**src/rtl/regfile_arbiter_if.sv**
```systemverilog
// Client/register-file bundle for the two-client register file arbiter.
// The arbiter is the slave of the clients; the register file and the clients see the master side.
interface regfile_arbiter_if #(
  parameter int DW = 8,
  parameter int AW = 2
) ();
  logic          req0, req1;
  logic          we0, we1;
  logic [AW-1:0] addr0, addr1;
  logic [DW-1:0] wdata0, wdata1;
  logic          gnt0, gnt1;
  logic          done0, done1;
  logic [DW-1:0] rdata;
  logic          busy;
  logic [AW-1:0] rf_s;
  logic [DW-1:0] rf_d;
  logic          rf_we;
  logic [DW-1:0] rf_q;

  modport slave (
    input  req0, req1, we0, we1, addr0, addr1, wdata0, wdata1, rf_q,
    output gnt0, gnt1, done0, done1, rdata, busy, rf_s, rf_d, rf_we
  );

  modport master (
    output req0, req1, we0, we1, addr0, addr1, wdata0, wdata1, rf_q,
    input  gnt0, gnt1, done0, done1, rdata, busy, rf_s, rf_d, rf_we
  );
endinterface

```
**src/rtl/regfile_arbiter.sv**
```systemverilog
// Round-robin arbiter serialising two clients' read/write requests onto the 4 x 8 register file port.
// Each transaction walks IDLE -> ACC -> RESP; the register file port is driven only from latched state.
module regfile_arbiter #(
  parameter int DW = 8,
  parameter int AW = 2
) (
  input  logic              clk,
  input  logic              rst,
  regfile_arbiter_if.slave  bus
);

  typedef enum logic [1:0] {IDLE, ACC, RESP} state_t;

  state_t        state, state_nx;
  logic          start;
  logic          pick;
  logic          sel;
  logic          last;
  logic          we_l;
  logic [AW-1:0] addr_l;
  logic [DW-1:0] wdata_l;
  logic [DW-1:0] rdata_r;

  // NOTE: sequential state uses non-blocking assignments so every flop samples pre-edge values.
  always_ff @(posedge clk or posedge rst) begin
    if (rst) state <= IDLE;
    else     state <= state_nx;
  end

  // NOTE: every output of this block gets a default first, so no path can infer a latch.
  always_comb begin
    state_nx  = state;
    start     = 1'b0;
    pick      = 1'b0;
    bus.gnt0  = 1'b0;
    bus.gnt1  = 1'b0;
    bus.done0 = 1'b0;
    bus.done1 = 1'b0;
    bus.rf_we = 1'b0;
    bus.busy  = (state != IDLE);
    case (state)
      IDLE: begin
        if (bus.req0 || bus.req1) begin
          start    = 1'b1;
          state_nx = ACC;
          // On a tie the client that did not win last time goes first.
          pick     = (bus.req0 && bus.req1) ? ~last : bus.req1;
        end
      end
      ACC: begin
        state_nx  = RESP;
        bus.gnt0  = ~sel;
        bus.gnt1  = sel;
        bus.rf_we = we_l;
      end
      RESP: begin
        state_nx  = IDLE;
        bus.done0 = ~sel;
        bus.done1 = sel;
      end
      default: state_nx = IDLE;
    endcase
  end

  // NOTE: these are plain control/data registers, so all of them get a defined reset value.
  always_ff @(posedge clk or posedge rst) begin
    if (rst) begin
      sel     <= 1'b0;
      last    <= 1'b1;
      we_l    <= 1'b0;
      addr_l  <= '0;
      wdata_l <= '0;
      rdata_r <= '0;
    end else begin
      if (start) begin
        sel     <= pick;
        last    <= pick;
        we_l    <= pick ? bus.we1    : bus.we0;
        addr_l  <= pick ? bus.addr1  : bus.addr0;
        wdata_l <= pick ? bus.wdata1 : bus.wdata0;
      end
      // Read data is captured at the edge ending ACC, while rf_s still points at the target.
      if (state == ACC && !we_l) rdata_r <= bus.rf_q;
    end
  end

  assign bus.rf_s  = addr_l;
  assign bus.rf_d  = wdata_l;
  assign bus.rdata = rdata_r;

endmodule

```
**src/flat_wrapper.sv**
```systemverilog
// flat-port wrapper written by rule: the top's interface ports become plain ports
module regfile_arbiter_flat 
#(
  parameter int DW = 8,
  parameter int AW = 2
)
  (clk, rst, bus_req0, bus_req1, bus_we0, bus_we1, bus_addr0, bus_addr1, bus_wdata0, bus_wdata1, bus_rf_q, bus_gnt0, bus_gnt1, bus_done0, bus_done1, bus_rdata, bus_busy, bus_rf_s, bus_rf_d, bus_rf_we);
  regfile_arbiter_if #(.DW(DW), .AW(AW)) bus_i ();
  input  logic clk;
  input  logic rst;
  input wire logic [$bits(bus_i.req0)-1:0] bus_req0;
  input wire logic [$bits(bus_i.req1)-1:0] bus_req1;
  input wire logic [$bits(bus_i.we0)-1:0] bus_we0;
  input wire logic [$bits(bus_i.we1)-1:0] bus_we1;
  input wire logic [$bits(bus_i.addr0)-1:0] bus_addr0;
  input wire logic [$bits(bus_i.addr1)-1:0] bus_addr1;
  input wire logic [$bits(bus_i.wdata0)-1:0] bus_wdata0;
  input wire logic [$bits(bus_i.wdata1)-1:0] bus_wdata1;
  input wire logic [$bits(bus_i.rf_q)-1:0] bus_rf_q;
  output wire logic [$bits(bus_i.gnt0)-1:0] bus_gnt0;
  output wire logic [$bits(bus_i.gnt1)-1:0] bus_gnt1;
  output wire logic [$bits(bus_i.done0)-1:0] bus_done0;
  output wire logic [$bits(bus_i.done1)-1:0] bus_done1;
  output wire logic [$bits(bus_i.rdata)-1:0] bus_rdata;
  output wire logic [$bits(bus_i.busy)-1:0] bus_busy;
  output wire logic [$bits(bus_i.rf_s)-1:0] bus_rf_s;
  output wire logic [$bits(bus_i.rf_d)-1:0] bus_rf_d;
  output wire logic [$bits(bus_i.rf_we)-1:0] bus_rf_we;
  assign bus_i.req0 = bus_req0;
  assign bus_i.req1 = bus_req1;
  assign bus_i.we0 = bus_we0;
  assign bus_i.we1 = bus_we1;
  assign bus_i.addr0 = bus_addr0;
  assign bus_i.addr1 = bus_addr1;
  assign bus_i.wdata0 = bus_wdata0;
  assign bus_i.wdata1 = bus_wdata1;
  assign bus_i.rf_q = bus_rf_q;
  assign bus_gnt0 = bus_i.gnt0;
  assign bus_gnt1 = bus_i.gnt1;
  assign bus_done0 = bus_i.done0;
  assign bus_done1 = bus_i.done1;
  assign bus_rdata = bus_i.rdata;
  assign bus_busy = bus_i.busy;
  assign bus_rf_s = bus_i.rf_s;
  assign bus_rf_d = bus_i.rf_d;
  assign bus_rf_we = bus_i.rf_we;
  regfile_arbiter #(.DW(DW), .AW(AW)) u_core (.clk(clk), .rst(rst), .bus(bus_i));
endmodule
```
**config.mk**
```make
export PLATFORM = sky130hd
export DESIGN_NAME = regfile_arbiter_flat
export DESIGN_NICKNAME = d
export VERILOG_FILES = /design/src/rtl/regfile_arbiter_if.sv /design/src/rtl/regfile_arbiter.sv /design/src/flat_wrapper.sv
export SDC_FILE = /design/constraint.sdc
export NUM_CORES = 1
export LEC_CHECK = 0
export BUFFER_PORTS_ARGS = -buffer_cell sky130_fd_sc_hd__buf_2
export CAP_MARGIN = 20
export CORE_ASPECT_RATIO = 1.75
export CORE_MARGIN = 1.5
export CORE_UTILIZATION = 41
export CTS_BUF_LIST = sky130_fd_sc_hd__clkbuf_8
export CTS_CLUSTER_DIAMETER = 50
export DETAILED_ROUTE_END_ITERATION = 16
export PLACE_DENSITY_LB_ADDON = 0.25
export SYNTH_ARGS = -nofsm -noshare
export SYNTH_HDL_FRONTEND = slang
export SYNTH_SLANG_ARGS = --single-unit
```
**constraint.sdc**
```tcl
create_clock -name clk -period 1.3 [get_ports clk]
set_input_delay 0.13 -clock clk [delete_from_list [all_inputs] [get_ports clk]]
set_output_delay 0.13 -clock clk [all_outputs]
set_load 0.005 [all_outputs]
```
Yosys cells after proc, flatten, opt, wreduce, memory -nomap -nowiden. Index checks and enable logic that the tools add are counted.

Register bits: 23. Latch bits: 0. Memory bits (writable): 0. Bits in read-only memories: 0. Input bits: 34. Logic and storage cells: 33. Memories kept: 0.

$add $sub $neg: 0. Multiply operators: 0. Div/mod/pow operators: 0. Order comparisons: 0. Equal/unequal tests: 3. Shift operators: 0. Mux-type cells: 15. Bitwise gates (word level): 2. Reduce and logical (&&, ||, !) cells: 6.

Operators with widths (count): $mux 1 (11); $mux 8 (1); $mux 2 (2); $pmux 2 s2 (1); $eq 2x1->1 const B (1); $eq 2x2->1 const B (1); $logic_and 1x1->1 (2); $logic_not 2->1 (1); $ne 2x1->1 const B (1); $not 1->1 (2); $reduce_bool 2->1 (1); $logic_not 1->1 (1); $logic_or 1x1->1 (1).

Longest topological paths before layout.
Depth after elaboration: 5. Gate-level depth with buffers: 4. Depth with buffers taken out: 3.

Worst setup path before layout. OpenSTA, ideal clock, no wires.

Path kind: register to register. Start: register u_core.state[1]. End: register u_core.rdata_r[1], in the netlist u_core.bus.rdata[1]. Library setup time: 0.125 ns. Arrival time: 1.144 ns. Slack: 0.032 ns. Stages on the path, launching flop included: 4. Buffers on the path: 0. Clock period less this slack: 1.268 ns. Path through: dfrtp_1 nand2b_2 nor2_4 mux2_2.

Cells in the longest elaborated chain, start to end: 2.

RTL lines: start: declaration (RTL line regfile_arbiter.sv:14) `state_t state, state_nx;`; start signal: assignment (RTL line regfile_arbiter.sv:27) `else state <= state_nx;`; $eq 2x1->1 (RTL line regfile_arbiter.sv:83) `if (state == ACC && !we_l) rdata_r <= bus.rf_q;`; $logic_and 1x1->1 (RTL line regfile_arbiter.sv:83); end signal: assignment (RTL line regfile_arbiter.sv:83); end: declaration (RTL line regfile_arbiter.sv:22) `logic [DW-1:0] rdata_r;`.

No other way between the ends. A chain may end at the register's enable or synchronous reset.

Worst setup path in the final report.
Start: register u_core.state[1]. End: output port bus_busy.

Cells in the longest elaborated chain, start to end: 1.

RTL lines: $reduce_bool 2->1 (RTL line regfile_arbiter.sv:40) `bus.busy = (state != IDLE);`; end: declaration (RTL line flat_wrapper.sv:25) `output wire logic [$bits(bus_i.busy)-1:0] bus_busy;`.

No other way between the ends.

==> flow_summary_export.csv <==
group,metric,value,unit
grt,grt_usage,18.9,%
cells_and_area,multi_input_area,429,µm²
worst_setup_path,regToRegSetupSlack,20,ps
sta,setup_slack,8.06,ps
cells_and_area,layout_common_cells,"buf_2, dfrtp_1, nand4b_1",
die,num_rows,23,
grt,grt_pass1_wl,3880,µm
die,ioPinCount,58,
cells_and_area,fillCellCount,206,
worst_setup_path,critPathArrivalTime,1160,ps
synth,ys_seq_elements,23,
power_and_ir_drop,peakVddDrop,1350,µV
cells_and_area,final_common_cell,"buf_2",
synth,syn_nets,112,
power_and_ir_drop,p_total,3.35,mW
die,start_util,44.4,%
die,core,2330,µm²
synth,ys_types,23,
clock_tree,clock_latency,260,ps
synth,synthCells,78,
sta,hold_viol,0,
worst_setup_path,timing.critical_path.mode_cell,"buf_6",
drt,firstDrtPassIters,3,
drt,drc,0,
worst_setup_path,slowest_stage,"dfrtp_1",
clock_tree,cts-root-buf,"clkbuf_8",
grt,grt_max_degree,24,
worst_setup_path,path_class,"register to primary output",
clock_tree,clock_sinks,23,
drt,drt-total-wl,2350,µm
cells_and_area,final_layout_size_suffix_gt1_share,59.2,%
drt,via_count,884,
placed_design,placed_cells,161,
cells_and_area,nets,177,
synth,syn_avg_cell_area,13.3,µm²
placed_design,portBuffers,57,
power_and_ir_drop,leakagePower,0.690,nW
placed_design,place.gp.congestion,0.704,
worst_setup_path,critPathMaxStageDelay,410,ps
outcome,status,"finished clean",
drt,drt.antenna.violating_nets,0,
drt,wl_per_cell,14.1,µm
drt,wl_met2,1270,µm
clock_tree,cts.htree.levels,1,
cells_and_area,finalNonFillerCells,167,
sta,tightest_slew,286,ps
drt,top_layer,"met4",
placed_design,hpwl,1800,µm
drt,vias_per_cell,5.29,
clock_tree,ctsLongestPathBuffers,2,
power_and_ir_drop,powerDensity,2290,nW/µm²
worst_setup_path,crit_chain,"buf_6, nor2_4, buf_6, inv_2, buf_2",
synth,yosys.area.top_type_share,53.1,%
synth,synth_top_cells_by_area,"dfrtp_1, o221a_1, nand4b_1, mux2_2, mux2_1",
cells_and_area,final_util,62.9,%
grt,antenna_found_initial,0,
sta,fin_crit_sh,99.4,%
placed_design,placed_area,1370,µm²
cells_and_area,final_area,1470,µm²
sta,holdWs,79.3,ps
grt,grt.overflow.total,0,
cells_and_area,seq_area,578,µm²
sta,final.setup.tns,0,ps
die,die_area,2850,µm²
placed_design,place_worst_setup_slack,-28.5,ps
worst_setup_path,start_kind,"register",
die,die_height,69.5,µm
clock_tree,cts_tree,"yes",
clock_tree,cts_buffers,3,
worst_setup_path,required,1170,ps
drt,drtIter0Drc,14,
synth,ys_warn_count,0,
synth,syn_area,1040,µm²
cells_and_area,antennaDiodeCount,0,
synth,synth_seq_area_share,55.7,%
worst_setup_path,end_kind,"primary output",
flow_run,max_cap_viol_count,0,
drt,drt-met1-wl,899,µm
sta,setup_violations,0,
grt,grt_pass1_vias,892,
sta,rsz0062_at_grt,"true",
clock_tree,clkTransAtPathRegs,80,ps
sta,finalClockSkew,3.15,ps
sta,period_needed,1290,ps
sta,slew_headroom,80.9,%
worst_setup_path,cp_max_fo,4,
synth,synth_area_leader_cell,"dfrtp_1",
min_path,hp-class,"input port to register",
drt,met3WireLength,155,µm
sta,fmax,774,MHz
die,die_w,41,µm
sta,drv_slew,0,
cells_and_area,area_growth,41.4,%
cell families (layout without fill, tap and decap cells):
| family | after synthesis | after routing | share of synthesized area (%) |
|---|---|---|---|
| DFF | 23 | 23 | 55.7 |
| and+or+nand+nor | 23 | 23 | 17.0 |
| AOI/OAI and AO/OA | 15 | 15 | 14.4 |
| buffers and inverters | 9 | 73 | 4.23 |
| muxes | 8 | 8 | 8.70 |
Yosys cell counts, drive strengths merged:
| library cell | n |
|---|---|
| nor2 | 4 |
| dfrtp | 22 |
| nand4b | 11 |
| dfstp | 1 |
| clkbuf | 2 |
| nand3 | 2 |
| o21ai | 1 |
| a31oi | 1 |
| mux2 | 8 |
| a21oi | 1 |
| nor3b | 2 |
| o21a | 1 |
| inv | 4 |
| and2 | 1 |
| nand2b | 2 |
| buf | 3 |
| o221a | 11 |
| nand2 | 1 |
routing by layer:
metal	vias to the layer above	global-route usage, %
met3	2	2.24
met4	0	7.04
met2	39	32.5
met1	414	21.8
met5	-	0
li1	429	-
what timing repair did:
action | in CTS | in global routing
pin swaps | 1 | 0
resized for setup | 4 | 7
hold buffers | 1 | 0
endpoints found under the setup margin | 12 | 20
buffers inserted | 2 | 0
endpoints found under the hold margin | 22 | 0
path summary, 6_finish.rpt:
| path | startpoint | endpoint | depth (start not counted) |
|---|---|---|---|
| setup / recovery | u_core.state[1] | bus_busy | 5 |
| hold / removal | bus_req0 | u_core.last | 2 |
| setup reg to reg | u_core.state[1] | u_core.bus.rdata[1] | 3 |
| hold reg to reg | u_core.bus.rdata[2] | u_core.bus.rdata[2] | 1 |
| max in group asynchronous | rst | u_core.last | 4 |
| min in group asynchronous | rst | u_core.bus.rf_d[2] | 4 |
flip-flops by register name, indices dropped and copies added (netlist names):
name	count
u_core.bus.rdata	8
u_core.bus.rf_d	8
u_core.bus.rf_s	2
u_core.last	1
u_core.sel	1
u_core.state	2
u_core.we_l	1
where the power goes:
group,switching [mW],leakage [nW],internal [mW]
Clock,0.212,0.0255,0.213
Combinational,0.692,0.403,0.910
Sequential,0.232,0.262,1.09
worst max-delay path: cells and delay by family, from the launching register on:
kind	cells	cell delay (ps)
simple gates	1	120
flops	1	410
buf+inv	4	380
layout make-up:
type,count,area share [%]
flip-flops and latches,23,39.5
multi-input cells,46,29.3
repair buffers,65,24.9
clock buffers,3,2.82
well taps,25,2.13
inverters,4,1.02
clock inverters,1,0.342
No activity file was read; power rests on OpenSTA's default activity.
